===== src/rtl/rr_arbiter_ctrl.sv =====
// Four-requester round-robin arbiter behind the 8-bit io_in/io_out user-module pinout.
// Define ARB_TIMEOUT_EN to bound each grant to TIMEOUT cycles and raise the sticky tmo flag.
module rr_arbiter_ctrl #(
    parameter int TIMEOUT = 8
) (
    input  logic [7:0] io_in,
    output logic [7:0] io_out
);

    typedef enum logic [1:0] {
        IDLE    = 2'd0,
        GRANT   = 2'd1,
        RELEASE = 2'd2
    } state_t;

    logic       clk;
    logic       rst_n;
    logic [3:0] req;
    logic       done;

    assign clk   = io_in[0];
    assign rst_n = io_in[1];
    assign req   = io_in[5:2];
    assign done  = io_in[6];

    state_t     state;
    state_t     state_nxt;
    logic [3:0] gnt;
    logic [3:0] gnt_nxt;
    logic [1:0] gnt_idx;
    logic [1:0] idx_nxt;
    logic [1:0] ptr;
    logic [1:0] ptr_nxt;
    logic [1:0] winner;
    logic       normal_exit;
    logic       limit_hit;
    logic       busy;
    logic       tmo;

    // Scan from farthest to nearest so the requester closest to ptr wins.
    always_comb begin
        winner = ptr;
        for (int k = 3; k >= 0; k--) begin
            if (req[ptr + 2'(k)]) begin
                winner = ptr + 2'(k);
            end
        end
    end

    assign normal_exit = done | ~req[gnt_idx];

    always_comb begin
        state_nxt = state;
        gnt_nxt   = gnt;
        idx_nxt   = gnt_idx;
        ptr_nxt   = ptr;
        case (state)
            IDLE: begin
                if (|req) begin
                    state_nxt = GRANT;
                    gnt_nxt   = 4'b0001 << winner;
                    idx_nxt   = winner;
                end else begin
                    gnt_nxt = 4'b0000;
                end
            end
            GRANT: begin
                if (normal_exit || limit_hit) begin
                    state_nxt = RELEASE;
                    gnt_nxt   = 4'b0000;
                    ptr_nxt   = gnt_idx + 2'd1;
                end
            end
            RELEASE: begin
                state_nxt = IDLE;
                gnt_nxt   = 4'b0000;
            end
            default: begin
                state_nxt = IDLE;
                gnt_nxt   = 4'b0000;
            end
        endcase
    end

    always_ff @(posedge clk or negedge rst_n) begin
        if (!rst_n) begin
            state   <= IDLE;
            gnt     <= 4'b0000;
            gnt_idx <= 2'd0;
            ptr     <= 2'd0;
        end else begin
            state   <= state_nxt;
            gnt     <= gnt_nxt;
            gnt_idx <= idx_nxt;
            ptr     <= ptr_nxt;
        end
    end

`ifdef ARB_TIMEOUT_EN
    localparam logic [3:0] HOLD_LIMIT = 4'(TIMEOUT - 1);

    logic [3:0] hold_cnt;
    logic       grant_entry;
    logic       timeout_exit;
    logic       unused_sink;

    assign grant_entry  = (state == IDLE) && (|req);
    assign limit_hit    = (state == GRANT) && (hold_cnt == HOLD_LIMIT);
    assign timeout_exit = limit_hit && !normal_exit;
    assign unused_sink  = io_in[7];

    // tmo only rises when the limit, not the owner, ended the grant.
    always_ff @(posedge clk or negedge rst_n) begin
        if (!rst_n) begin
            hold_cnt <= 4'd0;
            tmo      <= 1'b0;
        end else begin
            if (grant_entry) begin
                hold_cnt <= 4'd0;
                tmo      <= 1'b0;
            end else begin
                if (state == GRANT) begin
                    hold_cnt <= hold_cnt + 4'd1;
                end
                if (timeout_exit) begin
                    tmo <= 1'b1;
                end
            end
        end
    end
`else
    logic [4:0] unused_sink;

    assign limit_hit   = 1'b0;
    assign tmo         = 1'b0;
    assign unused_sink = {io_in[7], 4'(TIMEOUT)};
`endif

    assign busy   = (state != IDLE);
    assign io_out = {tmo, busy, gnt_idx, gnt};

endmodule


===== config.mk =====
export PLATFORM = sky130hd
export DESIGN_NAME = rr_arbiter_ctrl
export DESIGN_NICKNAME = d
export VERILOG_FILES = /design/src/rtl/rr_arbiter_ctrl.sv
export SDC_FILE = /design/constraint.sdc
export NUM_CORES = 1
export LEC_CHECK = 0
export CAP_MARGIN = 15
export CORE_AREA = 2 2 39 41
export DETAILED_ROUTE_END_ITERATION = 8
export DIE_AREA = 0 0 41 43
export PLACE_DENSITY = 0.71
export SYNTH_ARGS = -nofsm -noshare
export SYNTH_HDL_FRONTEND = slang
export SYNTH_SLANG_ARGS = --single-unit

===== constraint.sdc =====
create_clock -name io_in -period 4.9 [get_ports io_in]
set_clock_uncertainty 0.2 [all_clocks]
set_input_delay 0.49 -clock io_in [delete_from_list [all_inputs] [get_ports io_in]]
set_output_delay 0.49 -clock io_in [all_outputs]
set_load 0.05 [all_outputs]

=== Yosys cells after proc, flatten, opt, wreduce, memory -nomap -nowiden ===
Index checks and enable logic that the tools add are counted.

* Register bits: 10
* Input bits: 8
* Output and inout bits: 8
* Word-level logic and storage cells: 45

* Add/sub/neg operators: 4
* $lt $le $gt $ge: 5
* Equal/unequal tests: 3
* Shift-type cells: 1
* Multiplexer cells: 20
* Bitwise logic cells: 2
* Reductions and logical operators: 6

{| class="wikitable"
|+ Operators by type and width
! kind !! count
|-
| $lt A2 B3 Y1 const B || 5
|-
| $mux W2 || 6
|-
| $bmux W1 S2 || 5
|-
| $mux W4 || 2
|-
| $pmux W4 S2 || 1
|-
| $reduce_and A2 Y1 || 3
|-
| $mux W1 || 5
|-
| $add A2 B1 Y2 const B || 2
|-
| $add A2 B2 Y2 const B || 2
|-
| $ne A2 B2 Y1 const B || 2
|-
| $pmux W2 S2 || 1
|-
| $reduce_or A4 Y1 || 1
|-
| $shl A1 B2 Y4 const A || 1
|-
| $eq A2 B1 Y1 const B || 1
|-
| $logic_not A2 Y1 || 1
|-
| $reduce_bool A2 Y1 || 1
|-
| $not A1 Y1 || 1
|-
| $or A1 B1 Y1 || 1
|}

=== Longest topological paths before layout ===
Gate-level depths: netlist of the first run.

* Depth in word-level cells: 10
* Depth in mapped cells: 5
* Gate-level depth less buffers: 4

=== Least setup slack after synthesis of the first run ===
No wires, ideal clock.

* Kind: register to register
* Start: register gnt_idx[1]
* End: register ptr[0]
* Setup time: 86 ps
* Arrival time: 1781 ps
* Required time: 4614 ps
* Slack: 2833 ps
* Cell stages (with the launch flop): 5
* Path buffers: 0
* Clock period less this slack: 2067 ps
* Path through: dfrtp_1 -> mux4_2 -> nor2b_4 -> nor3b_4 -> mux2i_1

* Longest elaborated chain between the ends: 5

{| class="wikitable"
|+ Ends and longest elaborated chain
! item !! RTL line !! RTL
|-
| start, declared || 30 || <nowiki>logic [1:0] gnt_idx;</nowiki>
|-
| start signal, assigned || 94 || <nowiki>gnt_idx <= idx_nxt;</nowiki>
|-
| $bmux W1 S2 || 50 || <nowiki>assign normal_exit = done | ~req[gnt_idx];</nowiki>
|-
| $mux W1 (not written as such) || 50 ||
|-
| $not A1 Y1 || 50 ||
|-
| $or A1 B1 Y1 || 50 ||
|-
| $reduce_and A2 Y1 (no line) || -- ||
|-
| end signal, assigned || 95 || <nowiki>ptr <= ptr_nxt;</nowiki>
|-
| end, declared || 32 || <nowiki>logic [1:0] ptr;</nowiki>
|}

Every way passes these cells. The select of a mux whose other input is x is not followed.
A chain may end at the register's enable or synchronous reset.

==> results of run 1 <==
-- cell usage after synthesis, drive strengths merged, types with 2 or more instances --
master,count,area [µm²]
o22ai,2,12.5
nand2b,2,12.5
nand2,5,18.8
dfrtp,10,250
nor2b,2,20.0
nor3b,2,26.3
or2,2,12.5
o31ai,2,15.0
buf,2,15.0
a21oi,2,10.0
inv,3,11.3
mux2i,2,20.0
nor2,2,7.51
o21ai,2,10.0
a32o,2,20.0
-- registers in the layout, summed over array words and instances (netlist names) --
signal / cells
ptr: 2
gnt_idx: 2
state: 2
gnt: 4
-- kinds of logic after synthesis --
family,after synthesis
AO/OA/AOI/OAI,14
buffers and inverters,6
other,1
AND/OR/NAND/NOR,17
XOR/XNOR,1
multiplexers,3
flip-flops,10
-- report_power, final --
group | total [mW] | internal [mW] | leakage [nW] | switching (mW)
clock network | 1.41 | 0.788 | 0.404 | 0.627
logic | 0.00167 | 0 | 0.0342 | 0.00167
registers | 0.0911 | 0.0911 | 0.143 | 0
-- metal layers --
metal / GRT usage / vias up / share of wire
met5: 0.167 / - / 0
met4: 0.753 / 0 / 0.11
met3: 0.581 / 54 / 0.17
met2: 0.456 / 147 / 0.38
met1: 0.294 / 413 / 0.34
li1: - / 344 / -
-- critical path: cells and delay by family --
kind | cells | cell delay (ns)
compound gates | 3 | 0.73
buf+inv | 8 | 1.10
simple gates | 1 | 0.14
-- layout make-up --
class | instances | area (µm²)
clock buffer | 76 | 557
multi-input combinational | 36 | 273
sequential | 10 | 250
fill | 53 | 195
timing repair buffer | 7 | 70.1
tap | 16 | 20.0
clock inverter | 3 | 11.3
inverter | 2 | 7.51
-- worst paths after layout --
kind / slack, ns / cells after the start / endpoint / start
max in group asynchronous: 4.92 / 2 / gnt[0] / io_in[1]
min in group io_in: 0.33 / 6 / gnt[1] / io_in[5]
max reg2reg: 2.43 / 8 / ptr[0] / gnt_idx[1]
max: 0.42 / 12 / gnt[1] / io_in[4]
min: -0.55 / 2 / gnt_idx[1] / io_in[1]
min reg2reg: 0.36 / 1 / gnt[0] / gnt[0]
==> run metrics, run 1 <==
core area 1380 µm²; Setup Buffers After CTS 0; syn_nets 60; Slew Viols, Final 0; EDFF count, synth 0; Avg Inst Size Synth around 11 µm²; die area 1760 µm²; Post-Route Utilization 0.859; row count 14; status finished, violations left; Hold Path Class clock port to async pin; RSZ-0062 raised after global routing no; worst ir drop on vdd roughly 0.69 mV; share of cells above drive strength 1 0.515; Synth Area in Simple Gates 0.210; Critical Path Source Type clock port; die width 41 µm; port buffer count 7; Pleak about 0.58 nW; Hold Buf Count CTS 0; post-synthesis cell count 52; area of the mapped netlist ~550 µm²; register area share after synthesis 0.452; Adder-Cell Fraction of Synth Area 0; antenna violations before repair 0; crit path capture type register; Setup-failing EPs final 0; Die H roughly 43 µm; pre-CTS worst setup slack between 1 and 1.5 ns; Pwr Total approximately 1.5 mW; crit path max fanout 4; Syn. warnings 0; Synth cell types 27; grt ovf 0; area grow syn2layout 115%; Detailed Route WL about 4000 µm; setup TNS 0 ns; number of synthesized register bits 10; ys async rst share 1.00; vias ~960; global-route wire length before repair approximately 5400 µm; vias in the first global route around 1.4k; Worst-path clk slew 0.08 ns; number of I/O pins 16; Starting Density 0.400; post-synthesis mux area share 0.0769; post-CTS sizing 0; Routability Congestion between 0.7 and 0.8; GRT Total Usage 0.469; largest family of logic cells by synthesized area simple AND/OR/NAND/NOR gates; Critical Path Max Stage Delay about 0.31 ns; Setup CP Type clock port to register; ANT cells 0; post-synthesis xor/xnor area fraction 0.0158; Worst-Skew Late Latency just under 0.3 ns; TritonCTS clock tree built; Final Instance Area about 1200 µm²; count of nets after finishing approximately 130; PD cells between 1000 and 1500 nW/µm²; Fin Hold WS -0.547 ns; Max Cap Viol 0; required time of the critical path 4.87 ns; setup ws final 0.423 ns; ys flop type dfrtp_1; post-place instance area approximately 620 µm²; WL/cell between 20 and 30 µm; pin count of the biggest net entering global routing 7; Placed Cells between 70 and 80; most common cell after layout, fill and taps aside clkbuf_4; Cell Chain, Critical Path clkbuf_4, clkbuf_4, nor2b_1, clkbuf_4, clkbuf_4, a211o_1, clkbuf_4, clkbuf_4, o22a_1, clkbuf_4, clkbuf_4, o31ai_1; post-route ant nets 0; cell mode on critical path clkbuf_4; 1st-pass router iterations 9; Slew Limit Headroom 0.631; post-synthesis compound-gate area fraction 0.183; final hold violation count 10; Final HPWL DP 831 µm; vias per cell around 6.4; most frequent cells in the layout clkbuf_4, clkbuf_1, dfrtp_1; crit path max-delay cell type o31ai_1; Non-Filler Instances 150; data arrival time of the worst path about 4.4 ns; actual slew at the worst max-slew pin between 0.5 and 0.6 ns; failing checks DRC, hold timing; initial DRC count 326; DRC Markers about 320
No activity file was read; power rests on OpenSTA's default activity.
==> run 2: changes to the inputs <==
--- a/config.mk
+++ b/config.mk
@@ -7,6 +7,7 @@
 export LEC_CHECK = 0
 export CAP_MARGIN = 15
 export CORE_AREA = 2 2 39 41
+export CTS_CLUSTER_DIAMETER = 200
 export DETAILED_ROUTE_END_ITERATION = 8
 export DIE_AREA = 0 0 41 43
 export PLACE_DENSITY = 0.71
==> results of run 2 <==
No change in the layout: final DEF, timing and power equal those of run 1.
==> run 3: changes to the inputs <==
--- a/config.mk
+++ b/config.mk
@@ -6,11 +6,12 @@
 export NUM_CORES = 1
 export LEC_CHECK = 0
 export CAP_MARGIN = 15
-export CORE_AREA = 2 2 39 41
+export CORE_UTILIZATION = 39
 export CTS_CLUSTER_DIAMETER = 200
 export DETAILED_ROUTE_END_ITERATION = 8
-export DIE_AREA = 0 0 41 43
-export PLACE_DENSITY = 0.71
+export GPL_ROUTABILITY_DRIVEN = 0
+export GPL_TIMING_DRIVEN = 0
+export PLACE_DENSITY = 0.68
 export SYNTH_ARGS = -nofsm -noshare
 export SYNTH_HDL_FRONTEND = slang
 export SYNTH_SLANG_ARGS = --single-unit
==> run metrics, run 3 (synthesized netlist as in run 1, its figures left out) <==
core area ~1300 µm²; 1st-pass router iterations 9; Int Power between 0.8 and 0.9 mW; Hold Path Class clock port to async pin; GRT Total Usage 0.490; switch share 0.420; Final HPWL DP 842 µm; WL/cell 24.6 µm; Die H 39.7 µm; Worst-Skew Late Latency between 0.2 and 0.3 ns; worst ir drop on vdd around 0.78 mV; Max Cap Viol 0; initial DRC count approximately 500; final hold violation count 10; area grow syn2layout 114%; die width slightly below 40 µm; global-route wire length before repair between 4000 and 5000 µm; Non-Filler Instances around 150; RR Startpoint ptr[1]; count of nets after finishing ~130; post-route ant nets 0; post-CTS sizing 0; post-place instance area about 640 µm²; pin count of the biggest net entering global routing 7; Detailed Route WL around 3700 µm; actual slew at the worst max-slew pin 0.561 ns; R2R setup slack 2.53 ns; Fin Hold WS -0.550 ns; P_sw between 0.6 and 0.7 mW; Reg2Reg Depth 8; Hold Buf Count CTS 0; required time of the critical path approximately 5 ns; Setup Buffers After CTS 0; Critical R2R Capture gnt[3]; status finished, violations left; antenna violations before repair 0; Placed Cells 74; most frequent cells in the layout clkbuf_4, clkbuf_1, dfrtp_1; share of cells above drive strength 1 0.511; Post-Route Utilization 0.899; TritonCTS clock tree built; number of I/O pins 16; Critical Path Source Type clock port; most flop-heavy register gnt; row count 13; Worst-path clk slew 0.08 ns; crit path capture type register; Clock Power Share 0.936; setup TNS 0 ns; PD cells between 1000 and 1500 nW/µm²; Setup CP Type clock port to register; grt ovf 0; ANT cells 0; Setup-failing EPs final 0; Final Instance Area around 1200 µm²; Slew Limit Headroom 0.625; DRC Markers approximately 360; Slew Viols, Final 0; vias in the first global route approximately 1.4k; port buffer count 7; max FFs per register 4; Pleak just under 0.6 nW; crit path max fanout 4; vias 973; die area approximately 1600 µm²; Logic pwr share 0.002; failing checks DRC, hold timing; Starting Density 0.420; data arrival time of the worst path 4.41 ns; vias per cell roughly 6.4; Flop pwr share 0.062; RSZ-0062 raised after global routing no; most common cell after layout, fill and taps aside clkbuf_4
run 3: changes by cell type in the layout (fill, tap and decap cells not counted):
| cell | previous run | this run |
|---|---|---|
| clkbuf_16 | 2 | 1 |
| buf_4 | 0 | 2 |
| clkbuf_1 | 13 | 14 |
| clkinv_1 | 1 | 2 |
run 3: per-layer routing:
layer,global-route usage,part of all wire,vias up
li1,-,-,348
met1,0.207,0.32,422
met2,0.541,0.36,139
met5,0.100,0.0037,-
met4,0.819,0.13,2
met3,0.705,0.18,62
run 3: worst max path at each step:
stage | startpoint | end | slack [ns] | depth (start not counted)
global placement | io_in[5] | ptr[0] | 1.18 | 4
CTS | io_in[4] | gnt[1] | 0.47 | 12
detailed placement | io_in[5] | ptr[0] | 1.18 | 4
floorplan | io_in[5] | ptr[0] | 1.17 | 4
global route | io_in[4] | gnt[1] | 0.42 | 12
finish | io_in[4] | gnt[1] | 0.47 | 12
run 3: cell type report:
type	count	area, µm²
inverters	2	7.51
plain buffers	3	18.8
clock inverters	4	15.0
fillers	53	133
clock buffers	75	532
well taps	15	18.8
multi-input cells	36	273
flip-flops and latches	10	250
repair buffers	7	70.1
run 3: power groups by stage:
stage	Sequential [mW]	Clock, mW	Combinational (mW)
6_report	0.0911	1.37	0.00237
5_1_grt	0.0911	1.41	0.00243
2_1_floorplan	0.0940	0.217	0.00228
3_5_place_dp	0.0940	0.217	0.00228
4_1_cts	0.0910	1.35	0.00228
3_3_place_gp	0.0940	0.217	0.00228
run 3: through the flow:
| step | total power [mW] | hold slack [ns] | worst slack (ns) |
|---|---|---|---|
| 2_1_floorplan | 0.314 | -0.496 | 1.17 |
| 3_5_place_dp | 0.314 | -0.496 | 1.18 |
| 3_3_place_gp | 0.314 | -0.496 | 1.18 |
| 5_1_grt | 1.50 | -0.532 | 0.423 |
| 4_1_cts | 1.45 | -0.542 | 0.466 |
| 6_report | 1.46 | -0.550 | 0.473 |
run 3: worst max-delay path, cell delays in order:
cell	delay, ns
clkbuf_4	0.12
clkbuf_4	0.15
nor2b_1	0.14
clkbuf_4	0.15
clkbuf_4	0.14
a211o_1	0.22
clkbuf_4	0.15
clkbuf_4	0.14
o22a_1	0.20
clkbuf_4	0.15
clkbuf_4	0.13
o31ai_1	0.28
